## src/rtl/timer_pkg.sv

```systemverilog
// Shared constants and types for the timer_src peripheral: register offsets,
// CTRL layout, interrupt source bit positions and the run/idle state encoding.
package timer_pkg;

  localparam logic [31:0] TMR_CTRL    = 32'd0;
  localparam logic [31:0] TMR_COUNT   = 32'd1;
  localparam logic [31:0] TMR_COMPARE = 32'd2;
  localparam logic [31:0] TMR_PSTAT   = 32'd3;

  localparam int CTRL_EN_BIT         = 0;
  localparam int CTRL_ONESHOT_BIT    = 1;
  localparam int CTRL_AUTORELOAD_BIT = 2;
  localparam int CTRL_PRESC_LSB      = 8;
  localparam int CTRL_PRESC_MSB      = 15;

  localparam int SRC_MATCH = 0;
  localparam int SRC_OVF   = 1;

  typedef struct packed {
    logic [7:0] presc;
    logic [4:0] rsvd;
    logic       autoreload;
    logic       oneshot;
    logic       en;
  } ctrl_t;

  typedef enum logic {
    ST_IDLE = 1'b0,
    ST_RUN  = 1'b1
  } state_t;

endpackage

```

## src/rtl/timer_src_if.sv

```systemverilog
// Data-memory bus seen by timer_src: word offset, write strobe/data,
// registered read data and the two interrupt source pulses.
interface timer_src_if #(
  parameter int WIDTH = 32
);
  logic [31:0]      addr;
  logic [WIDTH-1:0] data_w;
  logic             wr_en;
  logic [WIDTH-1:0] data_r;
  logic [1:0]       src;

  modport master (output addr, output data_w, output wr_en, input data_r, input src);
  modport slave  (input addr, input data_w, input wr_en, output data_r, output src);
endinterface

```

## src/rtl/timer_prescaler.sv

```systemverilog
// 8-bit prescaler for timer_src, built only when TIMER_PRESCALER_EN is defined.
// Ticks when the count reaches presc; pcnt_nxt exposes the post-edge count.
module timer_prescaler (
  input  logic       clock,
  input  logic       reset_n,
  input  logic       en,
  input  logic [7:0] presc,
  input  logic       clr,
  output logic       tick,
  output logic [7:0] pcnt_nxt
);

  logic [7:0] pcnt_r;

  assign tick = en && (pcnt_r == presc);

  // Next prescaler count: clear wins, hold while disabled, else wrap at presc.
  always_comb begin
    pcnt_nxt = pcnt_r;
    if (clr) begin
      pcnt_nxt = 8'd0;
    end else if (!en) begin
      pcnt_nxt = pcnt_r;
    end else if (pcnt_r == presc) begin
      pcnt_nxt = 8'd0;
    end else begin
      pcnt_nxt = pcnt_r + 8'd1;
    end
  end

  // Prescaler count register.
  always_ff @(posedge clock) begin
    if (!reset_n) begin
      pcnt_r <= 8'd0;
    end else begin
      pcnt_r <= pcnt_nxt;
    end
  end

endmodule

```

## src/rtl/timer_src.sv

```systemverilog
// Memory-mapped free-running timer producing compare-match / overflow pulses.
// Define TIMER_PRESCALER_EN to build the 8-bit prescaler; otherwise EN ticks every cycle.
module timer_src
  import timer_pkg::*;
#(
  parameter int WIDTH = 32
) (
  input logic        clock,
  input logic        reset_n,
  timer_src_if.slave bus
);

  state_t           state_r, state_nxt_s;
  logic             oneshot_r, oneshot_nxt_s;
  logic             autoreload_r, autoreload_nxt_s;
  logic [WIDTH-1:0] count_r, count_nxt_s;
  logic [WIDTH-1:0] compare_r, compare_nxt_s;
  logic [WIDTH-1:0] rdata_r, rdata_nxt_s;
  logic [1:0]       src_r, src_nxt_s;
  logic             wr_ctrl_s, wr_count_s, wr_compare_s;
  logic             en_s, tick_s;
  logic [7:0]       presc_nxt_s, pstat_nxt_s;
  ctrl_t            wr_val_s, ctrl_view_s;

  assign wr_ctrl_s    = bus.wr_en && (bus.addr == TMR_CTRL);
  assign wr_count_s   = bus.wr_en && (bus.addr == TMR_COUNT);
  assign wr_compare_s = bus.wr_en && (bus.addr == TMR_COMPARE);
  assign wr_val_s     = ctrl_t'(bus.data_w[15:0]);
  assign en_s         = (state_r == ST_RUN);

`ifdef TIMER_PRESCALER_EN
  logic [7:0] presc_r;
  logic       unused_ctrl_s;

  assign unused_ctrl_s = ^wr_val_s.rsvd;
  assign presc_nxt_s   = wr_ctrl_s ? wr_val_s.presc : presc_r;

  // Prescale divisor from CTRL[15:8].
  always_ff @(posedge clock) begin
    if (!reset_n) begin
      presc_r <= 8'd0;
    end else begin
      presc_r <= presc_nxt_s;
    end
  end

  timer_prescaler u_prescaler (
    .clock    (clock),
    .reset_n  (reset_n),
    .en       (en_s),
    .presc    (presc_r),
    .clr      (wr_ctrl_s || wr_count_s),
    .tick     (tick_s),
    .pcnt_nxt (pstat_nxt_s)
  );
`else
  logic unused_ctrl_s;

  assign unused_ctrl_s = ^{wr_val_s.rsvd, wr_val_s.presc};
  assign presc_nxt_s   = 8'd0;
  assign pstat_nxt_s   = 8'd0;
  assign tick_s        = en_s;
`endif

  // Tick evaluation on pre-increment COUNT, then bus writes layered on top.
  always_comb begin
    state_nxt_s      = state_r;
    oneshot_nxt_s    = oneshot_r;
    autoreload_nxt_s = autoreload_r;
    count_nxt_s      = count_r;
    compare_nxt_s    = compare_r;
    src_nxt_s        = 2'b00;

    if (tick_s && (count_r == compare_r)) begin
      src_nxt_s[SRC_MATCH] = 1'b1;
      if (autoreload_r) begin
        count_nxt_s = {WIDTH{1'b0}};
      end else begin
        count_nxt_s        = count_r + {{(WIDTH-1){1'b0}}, 1'b1};
        src_nxt_s[SRC_OVF] = &count_r;
      end
      if (oneshot_r) begin
        state_nxt_s = ST_IDLE;
      end else begin
        state_nxt_s = state_r;
      end
    end else if (tick_s) begin
      count_nxt_s        = count_r + {{(WIDTH-1){1'b0}}, 1'b1};
      src_nxt_s[SRC_OVF] = &count_r;
    end else begin
      count_nxt_s = count_r;
    end

    // A COUNT write replaces the whole tick outcome, pulses included.
    if (wr_count_s) begin
      count_nxt_s = bus.data_w;
      src_nxt_s   = 2'b00;
    end else begin
      count_nxt_s = count_nxt_s;
    end

    if (wr_compare_s) begin
      compare_nxt_s = bus.data_w;
    end else begin
      compare_nxt_s = compare_r;
    end

    if (wr_ctrl_s) begin
      state_nxt_s      = wr_val_s.en ? ST_RUN : ST_IDLE;
      oneshot_nxt_s    = wr_val_s.oneshot;
      autoreload_nxt_s = wr_val_s.autoreload;
    end else begin
      oneshot_nxt_s    = oneshot_r;
      autoreload_nxt_s = autoreload_r;
    end
  end

  // Read mux over post-update register values.
  always_comb begin
    ctrl_view_s            = ctrl_t'(16'd0);
    ctrl_view_s.en         = (state_nxt_s == ST_RUN);
    ctrl_view_s.oneshot    = oneshot_nxt_s;
    ctrl_view_s.autoreload = autoreload_nxt_s;
    ctrl_view_s.presc      = presc_nxt_s;
    case (bus.addr)
      TMR_CTRL:    rdata_nxt_s = {{(WIDTH-16){1'b0}}, ctrl_view_s};
      TMR_COUNT:   rdata_nxt_s = count_nxt_s;
      TMR_COMPARE: rdata_nxt_s = compare_nxt_s;
      TMR_PSTAT:   rdata_nxt_s = {{(WIDTH-8){1'b0}}, pstat_nxt_s};
      default:     rdata_nxt_s = {WIDTH{1'b0}};
    endcase
  end

  // Run/idle state, timer registers and registered bus outputs.
  always_ff @(posedge clock) begin
    if (!reset_n) begin
      state_r      <= ST_IDLE;
      oneshot_r    <= 1'b0;
      autoreload_r <= 1'b0;
      count_r      <= {WIDTH{1'b0}};
      compare_r    <= {WIDTH{1'b0}};
      rdata_r      <= {WIDTH{1'b0}};
      src_r        <= 2'b00;
    end else begin
      state_r      <= state_nxt_s;
      oneshot_r    <= oneshot_nxt_s;
      autoreload_r <= autoreload_nxt_s;
      count_r      <= count_nxt_s;
      compare_r    <= compare_nxt_s;
      rdata_r      <= rdata_nxt_s;
      src_r        <= src_nxt_s;
    end
  end

  assign bus.data_r = rdata_r;
  assign bus.src    = src_r;

endmodule

```

## src/flat_wrapper.sv

```systemverilog
// flat-port wrapper written by rule: the top's interface ports become plain ports
module timer_src_flat import timer_pkg::*;
#(
  parameter int WIDTH = 32
)
  (clock, reset_n, bus_addr, bus_data_w, bus_wr_en, bus_data_r, bus_src);
  timer_src_if #(.WIDTH(WIDTH)) bus_i ();
  input logic clock;
  input logic reset_n;
  input wire logic [$bits(bus_i.addr)-1:0] bus_addr;
  input wire logic [$bits(bus_i.data_w)-1:0] bus_data_w;
  input wire logic [$bits(bus_i.wr_en)-1:0] bus_wr_en;
  output wire logic [$bits(bus_i.data_r)-1:0] bus_data_r;
  output wire logic [$bits(bus_i.src)-1:0] bus_src;
  assign bus_i.addr = bus_addr;
  assign bus_i.data_w = bus_data_w;
  assign bus_i.wr_en = bus_wr_en;
  assign bus_data_r = bus_i.data_r;
  assign bus_src = bus_i.src;
  timer_src #(.WIDTH(WIDTH)) u_core (.clock(clock), .reset_n(reset_n), .bus(bus_i));
endmodule
```

## config.mk

```make
export PLATFORM = sky130hd
export DESIGN_NAME = timer_src_flat
export DESIGN_NICKNAME = d
export VERILOG_FILES = /design/src/rtl/timer_pkg.sv /design/src/rtl/timer_src_if.sv /design/src/rtl/timer_prescaler.sv /design/src/rtl/timer_src.sv /design/src/flat_wrapper.sv
export SDC_FILE = /design/constraint.sdc
export NUM_CORES = 1
export LEC_CHECK = 0
export CORE_MARGIN = 1
export CORE_UTILIZATION = 56
export CTS_BUF_LIST = sky130_fd_sc_hd__clkbuf_4 sky130_fd_sc_hd__clkbuf_8 sky130_fd_sc_hd__clkbuf_16
export CTS_CLUSTER_DIAMETER = 120
export DETAILED_ROUTE_END_ITERATION = 10
export GPL_TIMING_DRIVEN = 0
export PLACE_DENSITY_LB_ADDON = 0.2
export SYNTH_ARGS = -nofsm -noshare
export SYNTH_HDL_FRONTEND = slang
export SYNTH_SLANG_ARGS = --single-unit
```

## constraint.sdc

```tcl
create_clock -name clock -period 5.4 [get_ports clock]
set_input_delay 0.81 -clock clock [delete_from_list [all_inputs] [get_ports clock]]
set_output_delay 0.81 -clock clock [all_outputs]
set_load 0.01 [all_outputs]
```

# --- Word-level counts from Yosys, hierarchy flattened ---
# Cells that the tools add are included.
word_totals:
  register_bits: 101
  latch_bits: 0
  ramBits: 0
  mem_bits_ro: 0
  inputBits: 67
  output_inout_bits: 34
  word_cells: 35
  n_memories: 0
op_classes:
  add_sub_neg: 1
  n_mul: 0
  div: 0
  n_lt_le_gt_ge: 0
  n_eq_ne: 3
  n_shift: 0
  muxes: 16
  bitwise: 1
  n_reduce_logical: 7
ops:
  columns: ["operator", "count"]
  rows:
  - ["two-way mux 32 bit", 5]
  - ["one-hot mux 32 bit (3 select lines)", 1]
  - ["adder 32 x 1 -> 32 bit, second input constant", 1]
  - ["equality test 32 x 1 -> 1 bit, second input constant", 1]
  - ["equality test 32 x 2 -> 1 bit, second input constant", 1]
  - ["equality test 32 bit", 1]
  - ["zero test 32 bit", 1]
  - ["AND reduction 32 bit", 1]
  - ["two-way mux 1 bit", 10]
  - ["logical AND 1 bit", 4]
  - ["OR reduction 2 bit", 1]
  - ["inverter 1 bit", 1]

# --- Depth between registers and ports, before layout ---
depth:
  ltp_word: 5
  depth_mapped: 8

# --- Least setup slack after synthesis ---
# OpenSTA, ideal clock, no wires.
synth_timing:
  path_type: "input -> register"
  startpoint: "in bus_addr[2]"
  endpoint: "reg u_core.rdata_r[1] (netlist: u_core.bus.data_r[1])"
  arrival_time_ns: 2.554
  setup_slack_ns: 2.779
  cell_stages: 7
  path_cell_list: "nor4_1 -> nand4_2 -> or4_1 -> a31o_2 -> buf_2 -> o21a_1 -> nor2_1"
synth_via:
  elab_chain_cells: 4
  word_cells_on_any_way: 10
synth_rtl:
  columns: ["element", "line", "text"]
  rows:
  - ["from (decl)", "flat_wrapper.sv:10", "input wire logic [$bits(bus_i.addr)-1:0] bus_addr;"]
  - ["equality test 32 x 2 -> 1 bit, or another cell as far along", "timer_src.sv:27, timer_src.sv:125", null]
  - ["logical AND 1 bit, on equally long branches", "timer_src.sv:27, timer_src.sv:25, timer_src.sv:26", null]
  - ["two-way mux 32 bit, or another cell as far along", "timer_src.sv:102", "if (wr_compare_s) begin"]
  - ["one-hot mux 32 bit (3 select lines) *", "timer_src.sv:125", "case (bus.addr)"]
  - ["to (signal assigned)", "timer_src.sv:142", "rdata_r <= {WIDTH{1'b0}};"]
  - ["to (signal assigned)", "timer_src.sv:150", "rdata_r <= rdata_nxt_s;"]
  - ["to (decl)", "timer_src.sv:18", "logic [WIDTH-1:0] rdata_r, rdata_nxt_s;"]
# Every way passes the cells marked *; elsewhere a longest branch is shown, timed or not.
# A chain may end at the register's enable or synchronous reset.

# --- Worst setup path after layout ---
layout_timing:
  startpoint: "in bus_addr[0]"
  endpoint: "reg u_core.rdata_r[25] (netlist: u_core.bus.data_r[25])"
layout_via:
  elab_chain_cells: 4
  word_cells_on_any_way: 8
layout_rtl:
  columns: ["element", "line"]
  rows:
  - ["equality test 32 x 2 -> 1 bit / equality test 32 x 1 -> 1 bit (equally long branches)", "timer_src.sv:27, timer_src.sv:125, timer_src.sv:26"]
  - ["logical AND 1 bit, on equally long branches", "timer_src.sv:27, timer_src.sv:26"]
  - ["two-way mux 32 bit, on equally long branches", "timer_src.sv:102, timer_src.sv:95"]
  - ["one-hot mux 32 bit (3 select lines) *", "timer_src.sv:125"]
# Marks and branches as above.

==> out/qor.yml <==
setup_path:
  cp.required_ns: 5.72
  worstPathArrival_ns: 3.87
  crit_type: "input port to flop"
  cp-end-kind: "flop"
  cp_max_fo: 10
  startpoint_type: "input port"
clocking:
  cts_setup_buffers: 0
  clkTransAtPathRegs_ns: 0.11
  clock_path_buffers: 2
  clock_sinks: 101
  hold_buffers: 0
  cts_tree: "yes"
  clockRootBuffer: "clkbuf_8"
  cts_resized: 0
  cts_buffers: 9
  clkLatencyLatePin_ns: 0.38
  cts.htree.levels: 3
grt:
  grt_pass1_wl_um: 25400
  antenna_found_initial: 0
  grt_start_max_net_pins: 18
  gr-total-overflow: 0
  grt_usage_pct: 34.1
  grt_pass1_vias: 4852
layout:
  area_growth_pct: 25.4
  fin_nets: 761
  multi_input_area_um2: 3050
  antenna_cells: 0
  layout-drive-gt1-share_pct: 6.73
  fin_area_um2: 6600
  n_fill_cell: 741
  fin_cells: 809
  ff_latch_area_um2: 2020
sta:
  fin_ws_ns: 1.86
  skew_ns: 0.0157
  fin_crit_ns: 3.54
  rsz0062_at_grt: "no"
  final-max-slew-violation-count: 0
  setup_viol: 0
  timing.final.crit_share_pct: 65.6
  hold_viol: 0
  tightest_slew_ns: 0.896
  fmax_ghz: 0.282
  fin_tns_setup_ns: 0
  slew_headroom_pct: 39.8
yosys:
  ys_top_cells_by_area: "dfxtp_1, xnor2_1, mux2i_1, nor2b_1, nand3_1"
  synth-warning-count: 0
  syn_nets: 652
  avgSynthCellArea_um2: 9.02
  yosys.area.top_type: "dfxtp_1"
  synth_async_sr_flop_share_pct: 0
  ys_seq_elements: 101
  synth_cell_types: 54
  syn_area_um2: 5270
  synth_top_cell_area_share_pct: 38.4
  ys.flop_type: "dfxtp_1"
  synth_cells: 584
  synth-seq-area-share_pct: 38.4
  synth_edf_count: 0
die:
  rows: 35
  die-area_um2: 9790
  start_util_pct: 57.5
  core_um2: 9150
  ios: 101
  die_width_um: 99.0
  die_h_um: 99.0
routing:
  ant_nets: 0
  drt-total-wl_um: 16300
  drt-pass1-iter-count: 5
  via_per_inst: 6.28
  dr.first_iter.drc_count: 378
  vias: 5080
  drcViolationCount: 0
  wire_per_inst_um: 20.2
run_status:
  outcome: "finished clean"
min_path:
  worstHoldPathType: "flop to flop"
job:
  drv_cap: 0
power_and_ir_drop:
  clkPwrFrac_pct: 37.9
  ir_worst_vdd_mv: 0.142
  p_leak_nw: 2.13
  power_frac_comb_pct: 7.4
  internal_power_w: 0.00103
  switching_share_pct: 24.2
  switching_power_w: 0.000330
  powerDensity_nw_per_um2: 206
  p_seq_share_pct: 54.7
place:
  dpl.hpwl_um: 11700
  placed_area_um2: 6380
  place_congestion: 0.934
  port_buffers: 98
  place_inst: 793
  pre_cts_ws_ns: 1.51
layer usage:
metal	part of all wire (%)	wire (um)	vias to the layer above	global-route usage (%)
met2	46	7580	291	56.4
met4	3.6	592	0	16.3
met1	41	6730	2396	42.3
met5	0	0	-	0
li1	-	-	2338	-
met3	8.7	1420	55	7.09
state kept, by name (all words and copies together), names as in the netlist:
name,count
u_core.bus.data_r,32
u_core.compare_r,32
u_core.count_r,32
u_core.bus.src,2
u_core.autoreload_r,1
u_core.en_s,1
u_core.oneshot_r,1
final cells by class:
class | instances | share of cell area, %
multi-input cells | 437 | 46.3
flip-flops and latches | 101 | 30.6
repair buffers | 98 | 14.9
plain buffers | 35 | 2.37
well taps | 111 | 2.10
clock buffers | 10 | 2.09
clock inverters | 6 | 1.04
inverters | 11 | 0.626
cells in the final DEF, fill, tap and decap left out, types with 4 or more instances in the layout:
cell type | synthesis | layout
a41o_1 | 4 | 4
a32o_1 | 4 | 4
xnor2_1 | 51 | 51
a32oi_1 | 5 | 5
nand3_1 | 49 | 49
buf_2 | 11 | 11
nor2_1 | 21 | 21
clkdlybuf4s50_1 | 0 | 98
clkbuf_8 | 0 | 10
xor2_1 | 10 | 10
nor3_1 | 14 | 14
clkbuf_1 | 21 | 21
nor4_1 | 14 | 14
dfxtp_1 | 101 | 101
o21ai_0 | 10 | 10
o31ai_1 | 12 | 12
nor4_2 | 6 | 5
and2_1 | 16 | 16
and3_1 | 4 | 4
nor2b_1 | 41 | 41
nand2_1 | 32 | 32
a22oi_1 | 19 | 19
a21boi_1 | 15 | 15
inv_1 | 11 | 11
a31oi_1 | 4 | 4
o21ai_1 | 15 | 15
mux2i_1 | 37 | 37
nand4_1 | 12 | 12
path summary, 6_finish.rpt:
check / start / end / slack [ns] / depth (start not counted)
max: bus_addr[0] / u_core.bus.data_r[25]$_SDFF_PN0_ / 1.86 / 8
min: u_core.oneshot_r$_SDFF_PN0_ / u_core.oneshot_r$_SDFF_PN0_ / 0.54 / 2
max reg2reg: u_core.count_r[15]$_SDFF_PN0_ / u_core.count_r[26]$_SDFF_PN0_ / 2.57 / 7
min reg2reg: u_core.oneshot_r$_SDFF_PN0_ / u_core.oneshot_r$_SDFF_PN0_ / 0.54 / 2
logic make-up (layout without fill, tap and decap cells):
group / Yosys count / in the layout / synth area share, %
AO/OA/AOI/OAI: 110 / 110 / 15.4
XOR/XNOR: 61 / 61 / 10.1
adder cells (fa/ha/maj): 1 / 1 / 0.238
buffers and inverters: 46 / 160 / 3.75
flip-flops: 101 / 101 / 38.4
multiplexers: 37 / 37 / 7.03
AND/OR/NAND/NOR: 228 / 228 / 25.0
worst max-delay path: stages:
cell,delay [ns]
clkdlybuf4s50_1,0.55
nor2b_1,0.52
o21a_1,0.26
nor3b_2,0.72
clkbuf_1,0.54
a22oi_1,0.18
o21ai_1,0.14
and2_1,0.14
power groups by stage:
stage	combinational, W	sequential (W)	clock [W]
after floorplan	0.0000288	0.000762	0
after global placement	0.0000964	0.000762	0
after detailed placement	0.0000982	0.000762	0
after CTS	0.0000985	0.000745	0.000518
after global routing	0.000105	0.000745	0.000545
final	0.000100	0.000745	0.000515
synthesized netlist by cell type (all sizes together), types with 4 or more instances:
| cell type | n |
|---|---|
| clkbuf | 21 |
| xnor2 | 51 |
| inv | 11 |
| a32o | 4 |
| nand3 | 50 |
| and2 | 16 |
| dfxtp | 101 |
| a21boi | 15 |
| nor3 | 17 |
| nor4 | 21 |
| o31ai | 12 |
| mux2i | 37 |
| a22oi | 19 |
| a41o | 4 |
| and3 | 4 |
| nor2 | 21 |
| a31o | 5 |
| nor2b | 41 |
| nand2 | 32 |
| buf | 14 |
| a31oi | 4 |
| a32oi | 5 |
| nand4 | 14 |
| xor2 | 10 |
| o21ai | 25 |
per-stage QoR:
step | hold slack [ns] | util, % | power (W)
final | 0.540 | 72.1 | 0.00136
after global routing | 0.576 | 72.1 | 0.00139
after CTS | 0.543 | 72.0 | 0.00136
after detailed placement | 0.517 | 69.8 | 0.000860
after global placement | 0.504 | 69.8 | 0.000858
after floorplan | 0.478 | - | 0.000791
No activity file was read; power rests on OpenSTA's default activity.
